<file path="src/rtl/rom_arbiter_if.sv">
// Requester-side bundle of the ROM arbiter: per-requester request/address,
// combinational grants, read-valid pulses and the shared registered read data.
interface rom_arbiter_if #(
  parameter int AW = 4,
  parameter int DW = 8
);
  logic          req0;
  logic          req1;
  logic [AW-1:0] addr0;
  logic [AW-1:0] addr1;
  logic          gnt0;
  logic          gnt1;
  logic          rvalid0;
  logic          rvalid1;
  logic [DW-1:0] rdata;

  modport master (
    output req0, req1, addr0, addr1,
    input  gnt0, gnt1, rvalid0, rvalid1, rdata
  );

  modport slave (
    input  req0, req1, addr0, addr1,
    output gnt0, gnt1, rvalid0, rvalid1, rdata
  );
endinterface

</file>
<file path="src/rtl/rom_arbiter.sv">
// Two-requester arbiter for a shared LAT-cycle ROM: rvalid follows the grant edge by LAT+1 edges, one read per cycle;
// requesters hold req until gnt, en=0 drains in-flight reads. Define ROM_ARB_RR_EN for round-robin, else requester 0 has fixed priority.
module rom_arbiter #(
  parameter int AW  = 4,
  parameter int DW  = 8,
  parameter int LAT = 3
) (
  input  logic          clk,
  input  logic          rst_n,
  input  logic          en,
  rom_arbiter_if.slave  rq,
  output logic [AW-1:0] rom_addr,
  input  logic [DW-1:0] rom_dout,
  output logic          busy,
  output logic          idle
);

  typedef enum logic [1:0] {
    IDLE  = 2'd0,
    RUN   = 2'd1,
    DRAIN = 2'd2
  } state_t;

  state_t        state;
  logic [LAT:0]  tag_vld;
  logic [LAT:0]  tag_id;
  logic [DW-1:0] rdata;
  logic          rvalid0;
  logic          rvalid1;
  logic          arb_ok;
  logic          gnt0;
  logic          gnt1;
  logic          xfer;

  assign arb_ok = (state == RUN) && en;

`ifdef ROM_ARB_RR_EN
  // rr_pri1=1 means requester 1 wins the next tie; it flips only on a real transfer.
  logic rr_pri1;

  assign gnt0 = arb_ok && rq.req0 && (!rq.req1 || !rr_pri1);
  assign gnt1 = arb_ok && rq.req1 && (!rq.req0 ||  rr_pri1);

  always_ff @(posedge clk or negedge rst_n) begin
    if (!rst_n) begin
      rr_pri1 <= 1'b0;
    end else if (xfer) begin
      rr_pri1 <= gnt0;
    end
  end
`else
  assign gnt0 = arb_ok && rq.req0;
  assign gnt1 = arb_ok && rq.req1 && !rq.req0;
`endif

  assign xfer       = gnt0 || gnt1;
  assign busy       = (|tag_vld) || rvalid0 || rvalid1;
  assign idle       = (state == IDLE);

  assign rq.gnt0    = gnt0;
  assign rq.gnt1    = gnt1;
  assign rq.rvalid0 = rvalid0;
  assign rq.rvalid1 = rvalid1;
  assign rq.rdata   = rdata;

  always_ff @(posedge clk or negedge rst_n) begin
    if (!rst_n) begin
      state <= IDLE;
    end else begin
      case (state)
        IDLE:    if (en) state <= RUN;
        RUN:     if (!en) state <= DRAIN;
        DRAIN: begin
          if (en)         state <= RUN;
          else if (!busy) state <= IDLE;
        end
        default: state <= IDLE;
      endcase
    end
  end

  // Tag stage k holds the read issued k edges ago; the last stage lines up with valid rom_dout.
  always_ff @(posedge clk or negedge rst_n) begin
    if (!rst_n) begin
      tag_vld  <= '0;
      tag_id   <= '0;
      rom_addr <= '0;
      rdata    <= '0;
      rvalid0  <= 1'b0;
      rvalid1  <= 1'b0;
    end else begin
      tag_vld <= {tag_vld[LAT-1:0], xfer};
      tag_id  <= {tag_id[LAT-1:0], gnt1};
      if (xfer) begin
        rom_addr <= gnt1 ? rq.addr1 : rq.addr0;
      end
      rvalid0 <= tag_vld[LAT] && !tag_id[LAT];
      rvalid1 <= tag_vld[LAT] &&  tag_id[LAT];
      if (tag_vld[LAT]) begin
        rdata <= rom_dout;
      end
    end
  end

  a_gnt_onehot: assert property (@(posedge clk) disable iff (!rst_n) !(gnt0 && gnt1));
  a_gnt_req:    assert property (@(posedge clk) disable iff (!rst_n) (!gnt0 || rq.req0) && (!gnt1 || rq.req1));

endmodule

</file>
<file path="src/flat_wrapper.sv">
// flat-port wrapper written by rule: the top's interface ports become plain ports
module rom_arbiter_flat 
#(
  parameter int AW  = 4,
  parameter int DW  = 8,
  parameter int LAT = 3
)
  (clk, rst_n, en, rom_addr, rom_dout, busy, idle, rq_req0, rq_req1, rq_addr0, rq_addr1, rq_gnt0, rq_gnt1, rq_rvalid0, rq_rvalid1, rq_rdata);
  rom_arbiter_if #(.AW(AW), .DW(DW)) rq_i ();
  input  logic clk;
  input  logic rst_n;
  input  logic en;
  output logic [AW-1:0] rom_addr;
  input  logic [DW-1:0] rom_dout;
  output logic busy;
  output logic idle;
  input wire logic [$bits(rq_i.req0)-1:0] rq_req0;
  input wire logic [$bits(rq_i.req1)-1:0] rq_req1;
  input wire logic [$bits(rq_i.addr0)-1:0] rq_addr0;
  input wire logic [$bits(rq_i.addr1)-1:0] rq_addr1;
  output wire logic [$bits(rq_i.gnt0)-1:0] rq_gnt0;
  output wire logic [$bits(rq_i.gnt1)-1:0] rq_gnt1;
  output wire logic [$bits(rq_i.rvalid0)-1:0] rq_rvalid0;
  output wire logic [$bits(rq_i.rvalid1)-1:0] rq_rvalid1;
  output wire logic [$bits(rq_i.rdata)-1:0] rq_rdata;
  assign rq_i.req0 = rq_req0;
  assign rq_i.req1 = rq_req1;
  assign rq_i.addr0 = rq_addr0;
  assign rq_i.addr1 = rq_addr1;
  assign rq_gnt0 = rq_i.gnt0;
  assign rq_gnt1 = rq_i.gnt1;
  assign rq_rvalid0 = rq_i.rvalid0;
  assign rq_rvalid1 = rq_i.rvalid1;
  assign rq_rdata = rq_i.rdata;
  rom_arbiter #(.AW(AW), .DW(DW), .LAT(LAT)) u_core (.clk(clk), .rst_n(rst_n), .en(en), .rq(rq_i), .rom_addr(rom_addr), .rom_dout(rom_dout), .busy(busy), .idle(idle));
endmodule
</file>
<file path="config.mk">
export PLATFORM = sky130hd
export DESIGN_NAME = rom_arbiter_flat
export DESIGN_NICKNAME = d
export VERILOG_FILES = /design/src/rtl/rom_arbiter_if.sv /design/src/rtl/rom_arbiter.sv /design/src/flat_wrapper.sv
export SDC_FILE = /design/constraint.sdc
export NUM_CORES = 1
export LEC_CHECK = 0
export ABC_AREA = 1
export CAP_MARGIN = 20
export CORE_ASPECT_RATIO = 1.4
export CORE_MARGIN = 10
export CORE_UTILIZATION = 41
export DETAILED_ROUTE_END_ITERATION = 8
export PLACE_DENSITY = 0.78
export SETUP_SLACK_MARGIN = 0.05
export SYNTH_ARGS = -nofsm -noshare
export SYNTH_HDL_FRONTEND = slang
export SYNTH_SLANG_ARGS = --single-unit
</file>
<file path="constraint.sdc">
create_clock -name clk -period 1.4 [get_ports clk]
set_input_delay 0.14 -clock clk [delete_from_list [all_inputs] [get_ports clk]]
set_output_delay 0.14 -clock clk [all_outputs]
set_load 0.005 [all_outputs]
</file>
==> flow_summary.toml <==
[placed_design]
dp.cells = 160
dp_hpwl_um = 1910
gp_congestion = 0.745
post-place-ws_ns = -0.190
portBuffers = 38

[route]
first_pass_iters = 4
ant_nets = 0
initialDrtViolationCount = 11
wl_per_cell_um = 14.2
num_vias = 798
totalWireLength_um = 2430
drc = 0
viasPerCell = 4.67

[yosys]
synthDistinctLibCells = 14
synthCells = 95
synthTopCellsByCount = "nand2_1 (39), dfrtp_1 (24), nor2_1 (7), inv_1 (5), nand3_1 (5)"
syn_nets = 116
synth-edff-count = 0
synth_most_common_cell = "nand2_1"
yosysSeqAreaShare_pct = 64.2
synth.avg_cell_area_um2 = 9.85
synth_top_area_share_pct = 64.2
ys_warn_count = 0
async_flop_share_pct = 100
mappedNetlistArea_um2 = 936
synth_area_leaders = "dfrtp_1 (64%), nand2_1 (16%), o21bai_1 (3.2%)"
synth-main-ff-cell = "dfrtp_1"
synth_largest_area_cell = "dfrtp_1"
ys_ff_latch = 24

[floorplanning]
die_x_um = 60.4
ios = 39
num_rows = 20
core_mm2 = 0.00218
die_area_mm2 = 0.00462
initial_core_util_pct = 43.0
fp.dieH_um = 76.5

[pwr]
p_leak_nw = 0.845
powerDensity_mw_per_mm2 = 1090
vdd_ir_drop_max_v = 0.000668

[timing]
slew_violations = 0
tightest_slew_ns = 0.287
fin_skew_ns = 0.00226
setup_violations = 0
fmax_mhz = 763
period_share_pct = 93.6
slew_headroom_pct = 80.9
layout_setup_ws_ns = 0.0899
min_period_ns = 1.31
hold_viol = 0
rsz0062_at_grt = "yes"
finalSetupTns_ns = 0

[flow_run]
maxCapViolations = 0

[cts]
htree_num_levels = 1
cts.sinks = 24
cts_inserted_buffers = 3
clk_latency_ns = 0.31
cts_tree = "yes"
clkSlewWorstSetupHoldPaths_ns = 0.12
cts_hold_buf = 0
clockRootBuffer = "clkbuf_4"
cts_buffer_depth = 2

[critical_path]
worstPathArrival_ns = 1.17
cpPeakStageDelay_ns = 0.50
reg2regPathDepth = 7
cp.depth = 1
critPathRequiredTime_ns = 1.26
r2r_setup_slack_ns = 0.15
cp_num_buf_inv = 1
critical-path-slowest-cell = "clkdlybuf4s50_1"
endpoint = "rq_rdata[1]"
timing.rr.start = "u_core.state[1]"
timing.rr.end = "u_core.rom_addr[3]"
critPathMaxFanout = 2
critPathTopFamily = "buffers and inverters"
critPathKind = "flop to output pin"
path_cells = "clkdlybuf4s50_1"
worstSetupEndpointType = "output pin"
start_kind = "flop"
worstSetupStartpoint = "u_core.rq.rdata[1]"

[grt]
grt_start_max_net_pins = 25
grt-ovfl-total = 0
grt_pass1_vias = 821
grt_first_pass_wirelength_um = 3820
antenna_found_initial = 0
track_usage_pct = 10.4

[final_layout]
drive_above_1_share_pct = 20.8
area_delta_synth_final_pct = 57.1
multi_input_comb_area_um2 = 299
finalNonFillerCells = 171
fin_util_pct = 67.5
layout.area.seq_um2 = 602
nets = 171
n_antenna_cell = 0
n_fill_cell = 181

[worst_hold_path]
hp-class = "input pin to asynchronous set/reset pin"

[outcome]
status = "finished clean"
==> timing repair <==
item	4_1_cts	5_1_grt
pin swaps	1	3
endpoints found under the setup margin	9	13
setup buffers	5	2
gates resized for setup	16	13
==> worst min path at each step <==
stage / slack, ns / endpoint / cells after the start
floorplan: -0.16 / u_core.rom_addr[0] / 0
global placement: 0.34 / u_core.tag_id[3] / 0
detailed placement: 0.34 / u_core.tag_id[1] / 0
CTS: 0.17 / u_core.rq.rdata[7] / 2
global route: 0.19 / u_core.rq.rdata[7] / 2
finish: 0.17 / u_core.rq.rdata[7] / 2
==> layout by cell type, fill, tap and decap left out, drive strengths merged <==
cell            n
inv             9
clkdlybuf4s50  21
a21oi           2
nor2            8
dlygate4sd2     5
nand2          40
nand3           6
buf            15
dfrtp          24
a21boi          1
o21bai          4
clkbuf          6
dlymetal6s2s    8
==> sequential cells by signal, summed over array words and instances, names as in the netlist <==
signal,count
u_core.rq.rdata,8
u_core.rom_addr,4
u_core.tag_id,4
u_core.tag_vld,4
u_core.state,2
u_core.rq.rvalid0,1
u_core.rq.rvalid1,1
==> layer usage <==
layer	global-route usage [%]	vias to the layer above	wire, um
li1	-	396	-
met1	10.7	360	941
met2	16.7	40	1160
met3	5.83	2	301
met4	4.05	0	24
met5	0	-	0
==> report_power, final <==
part / internal, W / total, W / switching, W
Combinational: 0.000249 / 0.000420 / 0.000171
Clock: 0.000159 / 0.000354 / 0.000195
Sequential: 0.000787 / 0.000835 / 0.0000480
==> stage by stage <==
step / cell area (um2) / hold WS [ns] / total power, W
final: 1470 / 0.167 / 0.00161
after global routing: 1470 / 0.190 / 0.00170
after CTS: 1460 / 0.172 / 0.00163
after detailed placement: 1380 / 0.336 / 0.00128
after global placement: 1380 / 0.336 / 0.00126
after floorplan: 936 / -0.156 / 0.000971
==> cell type report <==
| type | count | share of cell area [%] |
|---|---|---|
| tap | 22 | 1.87 |
| clock buffer | 4 | 2.47 |
| multi-input combinational | 61 | 20.3 |
| timing repair buffer | 51 | 32.1 |
| inverter | 9 | 2.30 |
| sequential | 24 | 40.9 |
==> cells by family (layout without fill, tap and decap cells) <==
kind of cell	after synthesis	in the layout	share of synthesized area [%]
buf+inv	10	64	4.14
compound gates	7	7	6.28
flops	24	24	64.2
simple gates	54	54	25.4
No activity file was read; power rests on OpenSTA's default activity.
